===== src/rtl/async_fifo_pkg.sv =====
// Shared definitions for the asynchronous FIFO controllers: Gray/binary
// conversion helpers, default synchroniser depth and drop-counter width.
package async_fifo_pkg;

  localparam int unsigned SyncStagesDefault = 2;
  localparam int unsigned DropCntWidth      = 8;

  // Binary to Gray; callers zero-extend narrower pointers and truncate the result.
  function automatic logic [31:0] bin2gray(logic [31:0] bin);
    return bin ^ (bin >> 1);
  endfunction

  // Gray to binary via an XOR prefix running down from the MSB.
  function automatic logic [31:0] gray2bin(logic [31:0] gray);
    logic [31:0] bin;
    bin[31] = gray[31];
    for (int i = 30; i >= 0; i--) begin
      bin[i] = bin[i+1] ^ gray[i];
    end
    return bin;
  endfunction

endpackage


===== src/rtl/async_fifo_wr_ctrl_if.sv =====
// Write-side bundle of the asynchronous FIFO: client handshake, RAM write port,
// status and the Gray pointers exchanged with the read domain.
interface async_fifo_wr_ctrl_if #(
  parameter int unsigned ADDR_WIDTH = 3
);
  import async_fifo_pkg::*;

  localparam int unsigned PW = ADDR_WIDTH + 1;

  logic                    winc;
  logic [PW-1:0]           rptr_gray;
  logic                    wen;
  logic [ADDR_WIDTH-1:0]   waddr;
  logic [PW-1:0]           wptr_gray;
  logic                    wfull;
  logic                    walmost_full;
  logic [PW-1:0]           wlevel;
  logic                    wovf;
  logic [DropCntWidth-1:0] wdrop_cnt;

  // Client / environment side.
  modport master (
    output winc, rptr_gray,
    input  wen, waddr, wptr_gray, wfull, walmost_full, wlevel, wovf, wdrop_cnt
  );

  // Controller side.
  modport slave (
    input  winc, rptr_gray,
    output wen, waddr, wptr_gray, wfull, walmost_full, wlevel, wovf, wdrop_cnt
  );

endinterface


===== src/rtl/async_fifo_sync.sv =====
// Multi-flop synchroniser for a Gray-coded bus; the last stage is the output.
module async_fifo_sync #(
  parameter int unsigned Width  = 4,
  parameter int unsigned Stages = 2
) (
  input  logic             clk_i,
  input  logic             rst_i,
  input  logic [Width-1:0] d_i,
  output logic [Width-1:0] q_o
);

  logic [Width-1:0] sync_q [Stages];

  // Shift chain with synchronous active-high clear.
  always_ff @(posedge clk_i) begin
    if (rst_i) begin
      for (int i = 0; i < int'(Stages); i++) begin
        sync_q[i] <= '0;
      end
    end else begin
      sync_q[0] <= d_i;
      for (int i = 1; i < int'(Stages); i++) begin
        sync_q[i] <= sync_q[i-1];
      end
    end
  end

  assign q_o = sync_q[Stages-1];

endmodule


===== src/rtl/async_fifo_wr_ctrl.sv =====
// Write-side controller of the asynchronous FIFO. Owns the binary/Gray write
// pointer, synchronises the read Gray pointer and produces registered full,
// almost-full and level status. Status is pessimistic by the sync latency.
// Optional overflow monitor enabled by defining ASYNC_FIFO_WR_OVF_EN.
module async_fifo_wr_ctrl
  import async_fifo_pkg::*;
#(
  parameter int unsigned ADDR_WIDTH   = 3,
  parameter int unsigned SYNC_STAGES  = SyncStagesDefault,
  parameter int unsigned AFULL_THRESH = (2 ** ADDR_WIDTH) - 2
) (
  input  logic                 wclk,
  input  logic                 wrst,
  async_fifo_wr_ctrl_if.slave  bus
);

  localparam int unsigned PW = ADDR_WIDTH + 1;

  logic [PW-1:0] wbin_q, wbin_d;
  logic [PW-1:0] wgray_q, wgray_d;
  logic [PW-1:0] wlevel_q, wlevel_d;
  logic          wfull_q, wfull_d;
  logic          wafull_q, wafull_d;
  logic [PW-1:0] wq_rptr_gray;
  logic [PW-1:0] wq_rptr_bin;
  logic          wen;

  async_fifo_sync #(
    .Width  (PW),
    .Stages (SYNC_STAGES)
  ) u_rptr_sync (
    .clk_i (wclk),
    .rst_i (wrst),
    .d_i   (bus.rptr_gray),
    .q_o   (wq_rptr_gray)
  );

  assign wq_rptr_bin = PW'(gray2bin(32'(wq_rptr_gray)));
  assign wen         = bus.winc & ~wfull_q;

  // Next pointer and status; write and read movement fold into one computation.
  always_comb begin
    wbin_d   = wbin_q + PW'(wen);
    wgray_d  = PW'(bin2gray(32'(wbin_d)));
    wlevel_d = wbin_d - wq_rptr_bin;
    // Full: write pointer one lap ahead, i.e. top two Gray bits inverted.
    wfull_d  = (wgray_d == {~wq_rptr_gray[PW-1:PW-2], wq_rptr_gray[PW-3:0]});
    wafull_d = (32'(wlevel_d) >= AFULL_THRESH);
  end

  // Pointer and status registers.
  always_ff @(posedge wclk) begin
    if (wrst) begin
      wbin_q   <= '0;
      wgray_q  <= '0;
      wlevel_q <= '0;
      wfull_q  <= 1'b0;
      wafull_q <= 1'b0;
    end else begin
      wbin_q   <= wbin_d;
      wgray_q  <= wgray_d;
      wlevel_q <= wlevel_d;
      wfull_q  <= wfull_d;
      wafull_q <= wafull_d;
    end
  end

  assign bus.wen          = wen;
  assign bus.waddr        = wbin_q[ADDR_WIDTH-1:0];
  assign bus.wptr_gray    = wgray_q;
  assign bus.wfull        = wfull_q;
  assign bus.walmost_full = wafull_q;
  assign bus.wlevel       = wlevel_q;

`ifdef ASYNC_FIFO_WR_OVF_EN
  logic                    wovf_q;
  logic [DropCntWidth-1:0] wdrop_q;

  // Sticky overflow flag and saturating count of rejected writes.
  always_ff @(posedge wclk) begin
    if (wrst) begin
      wovf_q  <= 1'b0;
      wdrop_q <= '0;
    end else if (bus.winc && wfull_q) begin
      wovf_q <= 1'b1;
      if (wdrop_q != '1) begin
        wdrop_q <= wdrop_q + 1'b1;
      end
    end
  end

  assign bus.wovf      = wovf_q;
  assign bus.wdrop_cnt = wdrop_q;
`else
  assign bus.wovf      = 1'b0;
  assign bus.wdrop_cnt = '0;
`endif

endmodule

===== src/flat_wrapper.sv =====
// flat-port wrapper written by rule: the top's interface ports become plain ports
module async_fifo_wr_ctrl_flat import async_fifo_pkg::*;
#(
  parameter int unsigned ADDR_WIDTH   = 3,
  parameter int unsigned SYNC_STAGES  = SyncStagesDefault,
  parameter int unsigned AFULL_THRESH = (2 ** ADDR_WIDTH) - 2
)
  (wclk, wrst, bus_winc, bus_rptr_gray, bus_wen, bus_waddr, bus_wptr_gray, bus_wfull, bus_walmost_full, bus_wlevel, bus_wovf, bus_wdrop_cnt);
  async_fifo_wr_ctrl_if #(.ADDR_WIDTH(ADDR_WIDTH)) bus_i ();
  input  logic wclk;
  input  logic wrst;
  input wire logic [$bits(bus_i.winc)-1:0] bus_winc;
  input wire logic [$bits(bus_i.rptr_gray)-1:0] bus_rptr_gray;
  output wire logic [$bits(bus_i.wen)-1:0] bus_wen;
  output wire logic [$bits(bus_i.waddr)-1:0] bus_waddr;
  output wire logic [$bits(bus_i.wptr_gray)-1:0] bus_wptr_gray;
  output wire logic [$bits(bus_i.wfull)-1:0] bus_wfull;
  output wire logic [$bits(bus_i.walmost_full)-1:0] bus_walmost_full;
  output wire logic [$bits(bus_i.wlevel)-1:0] bus_wlevel;
  output wire logic [$bits(bus_i.wovf)-1:0] bus_wovf;
  output wire logic [$bits(bus_i.wdrop_cnt)-1:0] bus_wdrop_cnt;
  assign bus_i.winc = bus_winc;
  assign bus_i.rptr_gray = bus_rptr_gray;
  assign bus_wen = bus_i.wen;
  assign bus_waddr = bus_i.waddr;
  assign bus_wptr_gray = bus_i.wptr_gray;
  assign bus_wfull = bus_i.wfull;
  assign bus_walmost_full = bus_i.walmost_full;
  assign bus_wlevel = bus_i.wlevel;
  assign bus_wovf = bus_i.wovf;
  assign bus_wdrop_cnt = bus_i.wdrop_cnt;
  async_fifo_wr_ctrl #(.ADDR_WIDTH(ADDR_WIDTH), .SYNC_STAGES(SYNC_STAGES), .AFULL_THRESH(AFULL_THRESH)) u_core (.wclk(wclk), .wrst(wrst), .bus(bus_i));
endmodule

===== config.mk =====
export PLATFORM = sky130hd
export DESIGN_NAME = async_fifo_wr_ctrl_flat
export DESIGN_NICKNAME = d
export VERILOG_FILES = /design/src/rtl/async_fifo_pkg.sv /design/src/rtl/async_fifo_wr_ctrl_if.sv /design/src/rtl/async_fifo_sync.sv /design/src/rtl/async_fifo_wr_ctrl.sv /design/src/flat_wrapper.sv
export SDC_FILE = /design/constraint.sdc
export NUM_CORES = 1
export LEC_CHECK = 0
export CAP_MARGIN = 15
export CORE_MARGIN = 4
export CORE_UTILIZATION = 46
export DETAILED_ROUTE_END_ITERATION = 8
export PLACE_DENSITY = 0.85
export SKIP_CTS_REPAIR_TIMING = 1
export SLEW_MARGIN = 20
export SYNTH_ARGS = -nofsm -noshare
export SYNTH_HDL_FRONTEND = slang
export SYNTH_SLANG_ARGS = --single-unit

===== constraint.sdc =====
create_clock -name wclk -period 4.49 [get_ports wclk]
set_clock_uncertainty 0.2 [all_clocks]
set_input_delay 0.898 -clock wclk [delete_from_list [all_inputs] [get_ports wclk]]
set_output_delay 0.898 -clock wclk [all_outputs]
set_load 0.05 [all_outputs]

# After elaboration in Yosys (flattened, before gate mapping)
# Memories as Yosys holds them, arrays and structs flattened.
# Index checks and enable logic that the tools add are counted.
classes:
  n_addsub: 2
  n_lt_le_gt_ge: 1
  eq_ne: 1
  mux: 5
  bitwise_logic: 9
op_table:
  columns: ["op", "n"]
  rows:
  - ["2-to-1 mux 4 bit", 2]
  - ["adder 4 x 1 -> 4 bit", 1]
  - ["equality test 4 bit", 1]
  - ["greater-or-equal comparator 4 x 3 -> 1 bit (second input constant)", 1]
  - ["subtractor 4 bit", 1]
  - ["bitwise XOR 4 x 3 -> 4 bit", 1]
  - ["2-to-1 mux 1 bit", 3]
  - ["bitwise XOR 1 bit", 3]
  - ["inverter 2 bit", 1]
  - ["OR 1 bit", 2]
  - ["bitwise AND 1 bit", 1]
  - ["inverter 1 bit", 1]
totals:
  register_bits: 14
  ram_bits: 8
  output_inout_bits: 23
  wordCells: 24
  mem_count: 1
memory_table:
  columns: ["memory", "words", "width", "rd", "rd_clocked_by_memory_dff", "write_ports", "line", "source"]
  rows:
  - ["u_core.u_rptr_sync.sync_q", 2, 4, 2, 0, 2, "async_fifo_sync.sv:12", "logic [Width-1:0] sync_q [Stages];"]

# Longest topological paths before layout
# An unclocked memory read counts as a cell.
logic_depth:
  depth_word: 6
  depth_mapped: 8
  mapped_depth_nobuf: 8

# Cells and area by module
# From an unflattened synthesis, not the netlist that was laid out.
hier_totals:
  cells_unflattened: 87
  hier_area_um2: 923.4
by_module_without_submodules:
  columns: ["mod", "instances", "cells_per_inst", "area_per_inst_um2"]
  rows:
  - ["async_fifo_wr_ctrl", 1, 67, 683.2]
  - ["async_fifo_sync", 1, 20, 240.2]

# Least setup slack after synthesis
# OpenSTA, ideal clock, no wires.
synth_timing:
  path_kind: "input-to-reg"
  startpoint: "input bus_winc"
  endpoint: "register u_core.wfull_q, in the netlist u_core.bus.wfull"
  arrival_ns: 3.178
  t_required_ns: 4.187
  path_slack_ns: 1.009
  path_stages: 7
  path_buffers: 0
  path_cell_list: "nor2b_1 > ha_1 > ha_1 > xor2_2 > xor2_1 > or3_1 > a2111oi_2"
synth_between:
  elab_chain_len: 4
synth_rtl:
  columns: ["item", "line", "source"]
  rows:
  - ["start, declared", "flat_wrapper.sv:12", "input wire logic [$bits(bus_i.winc)-1:0] bus_winc;"]
  - ["bitwise AND 1 bit", "async_fifo_wr_ctrl.sv:39", "assign wen = bus.winc & ~wfull_q;"]
  - ["adder 4 x 1 -> 4 bit", "async_fifo_wr_ctrl.sv:43", "wbin_d = wbin_q + PW'(wen);"]
  - ["via u_core.wbin_d[2]", "async_fifo_wr_ctrl.sv:19", "logic [PW-1:0] wbin_q, wbin_d;"]
  - ["bitwise XOR 4 x 3 -> 4 bit", "async_fifo_pkg.sv:10", "return bin ^ (bin >> 1);"]
  - ["equality test 4 bit", "async_fifo_wr_ctrl.sv:47", "wfull_d = (wgray_d == {~wq_rptr_gray[PW-1:PW-2], wq_rptr_gray[PW-3:0]});"]
  - ["end signal, assigned", "async_fifo_wr_ctrl.sv:63", "wfull_q <= wfull_d;"]
  - ["end, declared", "async_fifo_wr_ctrl.sv:22", "logic wfull_q, wfull_d;"]
# The timed path passes the listed nets, and every way through them passes these cells.
# A chain may end at the register's enable or synchronous reset.

# Final worst setup path
layout_timing:
  startpoint: "input bus_winc"
  endpoint: "output bus_wen"
layout_between:
  elab_chain_len: 1
layout_rtl:
  columns: ["item", "line", "source"]
  rows:
  - ["bitwise AND 1 bit", "async_fifo_wr_ctrl.sv:39", null]
  - ["end, declared", "flat_wrapper.sv:14", "output wire logic [$bits(bus_i.wen)-1:0] bus_wen;"]
# Every way passes these cells.

==> flow_metrics.py <==
metrics = {
    "die": {
        "rows": 15,
        "core_area_um2": 1800,
        "dieArea_um2": 2760,
        "initial_core_util": 0.506,
        "die_width_um": 52.5,
        "dieHeight_um": 52.5,
        "ios": 30,
    },
    "clock_tree": {
        "cts_sinks": 21,
        "cts_buffer_depth": 2,
        "htree_levels": 1,
        "numCtsBuffers": 3,
        "cts_tree": "done",
        "path_clk_slew_ps": 100,
        "clk_latency_ps": 300,
        "cts-root-buf": "clkbuf_4",
    },
    "place": {
        "place_hpwl_mm": 1.13,
        "port_buffers": 20,
        "finalWeightedCongestion": 0.782,
    },
    "worst_setup_path": {
        "crit_required_ps": 3390,
        "crit_family": "buffers and inverters",
        "crit_arrival_ps": 2370,
        "r2r-start": "u_core.bus.wfull$_SDFF_PP0_",
        "reg2regPathDepth": 7,
        "rr_endpoint": "u_core.bus.wfull$_SDFF_PP0_",
        "critPathMaxStageDelay_ps": 830,
        "cpMostUsedCell": "clkdlybuf4s50_1",
        "start_kind": "input pin",
        "r2r_setup_slack_ps": 2140,
        "cp_cell_sequence": "clkdlybuf4s50_1, nor2b_1, clkdlybuf4s50_1",
        "path_max_fanout": 2,
        "crit_buf_inv": 2,
        "cp_slowest_cell": "clkdlybuf4s50_1",
        "critPathCaptureType": "output pin",
        "path_class": "input pin to output pin",
    },
    "sta": {
        "setup-tns-final_ps": 0,
        "min_period_over_period": 0.772,
        "max_slew_margin": 0.516,
        "worst_pin_slew_ps": 723,
        "timing_hold_violations_final": 0,
        "maxSlewViolCount": 0,
        "setup_viol": 0,
        "period_minus_slack_ps": 3470,
        "max_freq_ghz": 0.288,
        "rsz0062_at_grt": "no",
    },
    "route": {
        "wl_per_cell_um": 10.7,
        "vias": 584,
        "drt_iter0_markers": 1,
        "ant_nets": 0,
        "routed_wl_mm": 1.41,
        "drc": 0,
        "first_pass_iters": 2,
        "viasPerCell": 4.42,
    },
    "final_layout": {
        "fin_util": 0.624,
        "final_cell_mix": "dfxtp_1 (21), clkdlybuf4s50_1 (20), nor2b_1 (10)",
        "area_growth_pct": 23.3,
        "n_antenna_cell": 0,
        "fin_nets": 121,
        "drive_above_1_share": 0.0654,
        "mostFrequentLayoutCell": "dfxtp_1",
    },
    "global_route": {
        "antenna_found_initial": 0,
        "grt_pass1_wl_mm": 2.28,
        "grt_max_degree": 22,
        "gr-total-overflow": 0,
        "grt_use_total": 0.117,
        "first_global_vias": 559,
    },
    "synth": {
        "yosysWarnings": 0,
        "synth.yosys.seq_area_share": 0.461,
        "avgSynthCellArea_um2": 10.6,
        "yosys_register_bits": 21,
        "netlist_instances": 86,
        "synth_cell_types": 23,
        "syn_area_um2": 912,
    },
    "flow_run": {
        "cap_violations": 0,
    },
    "hold_path": {
        "hp-class": "flip-flop to flip-flop",
        "hold_end": "u_core.u_rptr_sync.sync_q[0][7]$_SDFF_PP0_",
        "hold_depth": 1,
        "hp-start": "u_core.u_rptr_sync.sync_q[0][3]$_SDFF_PP0_",
    },
    "power": {
        "power.leakage_nw": 0.473,
        "power.density_nw_per_um2": 407,
        "ir_drop_mv": 0.277,
        "power_mw": 0.458,
    },
    "status": {
        "status": "finished, final reports clean",
    },
}
## Yosys cell counts, drive strengths merged
| master | count | area, um2 |
|---|---|---|
| or3 | 1 | 6.26 |
| and2 | 1 | 6.26 |
| dfxtp | 21 | 420 |
| nor2b | 10 | 62.6 |
| xor2 | 6 | 60.1 |
| xnor2 | 6 | 52.6 |
| nand2 | 1 | 3.75 |
| nor2 | 9 | 33.8 |
| fa | 1 | 20.0 |
| nand3 | 2 | 15.0 |
| clkbuf | 2 | 7.51 |
| inv | 5 | 18.8 |
| a211o | 1 | 8.76 |
| a2111oi | 1 | 15.0 |
| conb | 1 | 3.75 |
| ha | 5 | 62.6 |
| o311ai | 1 | 8.76 |
| xor3 | 1 | 27.5 |
| o21ai | 1 | 5.00 |
| nand4 | 1 | 6.26 |
| buf | 9 | 67.6 |
## where the power goes
part	leakage [nW]	switching (mW)	internal [mW]
Clock	0.0150	0.0537	0.0347
Combinational	0.285	0.106	0.0539
Sequential	0.173	0.00581	0.204
Total	0.473	0.166	0.293
## metal layers
layer	GRT usage	part of all wire
met4	0.0511	0.018
met3	0.0370	0.086
met5	0	0
met2	0.223	0.51
met1	0.111	0.38
## registers in the layout, indices dropped and copies added (netlist names)
name                       count
u_core.u_rptr_sync.sync_q      8
u_core.wbin_q                  3
u_core.bus.wlevel              4
u_core.bus.wfull               1
u_core.bus.walmost_full        1
u_core.bus.wptr_gray           4
## worst register-to-register path: stages, from the launching register on
cell       delay, ps
dfxtp_1          330
nor2b_1          160
ha_1             210
ha_1             200
xor2_2           310
xor2_1           130
or3_1            350
a2111oi_2        360
## cell type report
| cell class | count | area [um2] |
|---|---|---|
| repair buffers | 20 | 200 |
| multi-input cells | 57 | 428 |
| fillers | 166 | 677 |
| well taps | 25 | 31.3 |
| inverters | 5 | 18.8 |
| clock buffers | 4 | 26.3 |
| flip-flops and latches | 21 | 420 |
## worst max path at each step
stage	end	depth (start not counted)	from	slack [ps]
6_report	bus_wen	3	bus_winc	1020
2_1_floorplan	u_core.bus.wfull$_SDFF_PP0_	7	bus_winc	1010
3_5_place_dp	bus_wen	3	bus_winc	1030
4_1_cts	bus_wen	3	bus_winc	1020
5_1_grt	bus_wen	3	bus_winc	960
3_3_place_gp	bus_wen	3	bus_winc	1060
## logic make-up (layout without fill, tap and decap cells)
kind of cell    after synthesis  count (layout)  synth area share
flops                        21              21             0.461
simple gates                 25              25             0.147
xor+xnor                     13              13             0.154
other cells                   1               9           0.00411
fa+ha+maj                     6               6            0.0905
compound gates                4               4            0.0411
buf+inv                      16              29             0.103
## per-stage QoR
stage | hold WS, ps | std cells | area (um2) | setup WS [ps]
floorplan | 214 | 94 | 942 | 1010
global placement | 217 | 128 | 1100 | 1060
detailed placement | 224 | 128 | 1100 | 1030
CTS | 250 | 132 | 1120 | 1020
global route | 272 | 132 | 1120 | 960
finish | 243 | 132 | 1120 | 1020
Note: power is estimated with default switching activity, not from simulation.
==> RTL edit, RTL diff (same settings) <==
`ADDR_WIDTH` is set to 3 in 3 places; all go to 2.
--- a/src/rtl/async_fifo_wr_ctrl_if.sv
+++ b/src/rtl/async_fifo_wr_ctrl_if.sv
@@ -1,7 +1,7 @@
 // Write-side bundle of the asynchronous FIFO: client handshake, RAM write port,
 // status and the Gray pointers exchanged with the read domain.
 interface async_fifo_wr_ctrl_if #(
-  parameter int unsigned ADDR_WIDTH = 3
+  parameter int unsigned ADDR_WIDTH = 2
 );
   import async_fifo_pkg::*;
 
--- a/src/rtl/async_fifo_wr_ctrl.sv
+++ b/src/rtl/async_fifo_wr_ctrl.sv
@@ -5,7 +5,7 @@
 module async_fifo_wr_ctrl
   import async_fifo_pkg::*;
 #(
-  parameter int unsigned ADDR_WIDTH   = 3,
+  parameter int unsigned ADDR_WIDTH   = 2,
   parameter int unsigned SYNC_STAGES  = SyncStagesDefault,
   parameter int unsigned AFULL_THRESH = (2 ** ADDR_WIDTH) - 2
 ) (
--- a/src/flat_wrapper.sv
+++ b/src/flat_wrapper.sv
@@ -1,7 +1,7 @@
 // flat-port wrapper written by rule: the top's interface ports become plain ports
 module async_fifo_wr_ctrl_flat import async_fifo_pkg::*;
 #(
-  parameter int unsigned ADDR_WIDTH   = 3,
+  parameter int unsigned ADDR_WIDTH   = 2,
   parameter int unsigned SYNC_STAGES  = SyncStagesDefault,
   parameter int unsigned AFULL_THRESH = (2 ** ADDR_WIDTH) - 2
 )
Interface: changed (resized bus_rptr_gray, bus_waddr, bus_wlevel and bus_wptr_gray); port bits go from 30 to 26. The function was not compared with the original's and may differ.
==> RTL edit against the unedited design <==
Routed wire length shrank 31%; final area fell by 25%; sequential cell count shrank 5; hold slack better by 0.58 ps; total power down 19%; synthesized area is 24% lower; fmax fell by 6.9%; worst setup slack got worse by 260 ps; global-route usage is 0.91 points lower; sequential power shrank 22%; via count is 26% lower; utilization is 0.43 points lower; largest power group unchanged; highest routed layer unchanged.
==> RTL edit: results (changes against the unedited design) <==
Run status
  • Status: finished, final reports clean

Yosys
  • Sequential-to-total area share from yosys stat: 46.13% (about the same)
  • Adder-cell share of the synthesized area: 6.486% (-2.6 points)
  • XOR/XNOR Fraction of Synth Area: 16.58% (+1.2 points)
  • Post-synthesis cell type count: 20 (-13%)
  • Synth cell count leaders: dfxtp_1 (16), buf_4 (10), nor2b_1 (9), xnor2_1 (6), nor2_1 (5)
  • Compound-Gate Fraction of Synth Area: 3.604% (-0.51 points)
  • Synth top area share: 46.13% (about the same)
  • Synth top area cells: dfxtp_1 (46%), buf_4 (11%), nor2b_1 (8.1%), xnor2_1 (7.6%), xnor3_1 (6.5%)
  • Mux cell area share after synthesis: 0% (unchanged)

Drt
  • WL/cell: 10.25 um (-3.9%)
  • Vias/cell: 4.526 (+2.3%)
  • Drt pass-1 iters: 4 (+2)

Cells and area
  • Nets: 91 (-25%)
  • Register area: 320.3 sq um (-24%)
  • Invs w/o clock: 1 (-4)
  • Filler Cells Inserted: 116 (-30%)
  • Share of cells above drive strength 1: 6.250% (-0.29 points)
  • Clk_buf instances: 3 (-1)
  • Multi-input combinational area share: 37.96% (-0.081 points)
  • Signal buf overhead: 18.91% (+1.1 points)
  • Multi-input gates: 44 (-23%)
  • Max reg flops: 6 (-2)
  • Clock-cell share of area: 2.659% (+0.32 points)
  • Nonclk buf count: 16 (-20%)
  • Sequential cell count: 16 (-24%)

Hold path
  • Hold Path Sink: u_core.u_rptr_sync.sync_q[0][5]
  • Hold path startpoint: u_core.u_rptr_sync.sync_q[0][2]

Place
  • RD Place Congestion: 0.6815 (-13%)
  • I/O Buffers: 16 (-20%)

Pwr
  • Logic gate share of total power: 37.0% (+2.1 points)
  • Internal power: 0.0002375 W (-19%)
  • Leak: 0.3553 nW (-25%)
  • Sequential power: 0.000163 W (-22%)

Setup path
  • Delay of the slowest cell on the worst path: 890 ps (+60 ps)
  • Arrival @ worst endpoint: 2630 ps (+260 ps)
  • R2r endpoint: u_core.bus.walmost_full
  • FF-to-FF setup slack: 2060 ps (-80 ps)
  • Max FO, Critical Path: 5 (+3)
  • Crit path capture: bus_wen

Clock network
  • Clock Latency Late Sink: 280 ps (-20 ps)
  • Clk pin slew, worst setup/hold paths: 80 ps (-20 ps)

Global route
  • Total Routing Usage GR: 10.75% (-0.91 points)
  • Vias in the first global route: 376 (-33%)
  • First-pass GRT wire length: 1.524 mm (-33%)
  • Largest net degree at the start of global routing: 17 (-23%)

Timing
  • Slew HR: 65.34% (+14 points)
RTL edit: changes by cell type after synthesis, moves of 2 or more:
cell,delta
xor2_1,-3
inv_1,-4
nor2_1,-4
dfxtp_1,-5
ha_1,-3
xnor3_1,+2
RTL edit: stage by stage:
stage          instance area (sq um)  setup slack, ps  hold WS, ps  total power [W]  instances
2_1_floorplan                  724.4             1566        213.8        0.0002754         72
3_3_place_gp                   824.5            836.5        216.2        0.0003017         92
3_5_place_dp                   824.5            757.4        232.7        0.0003048         92
4_1_cts                        847.1            754.3        252.5        0.0003758         95
5_1_grt                        847.1            704.7        262.8        0.0003903         95
6_report                       847.1            764.5        244.0        0.0003706         95
RTL edit: routing by layer:
layer / vias to the layer above / part of all wire (%) / track usage (%)
li1: 212 / - / -
met1: 193 / 37 / 10.17
met2: 20 / 49 / 18.16
met3: 5 / 11 / 3.448
met4: 0 / 3.7 / 9.945
met5: - / 0 / 0
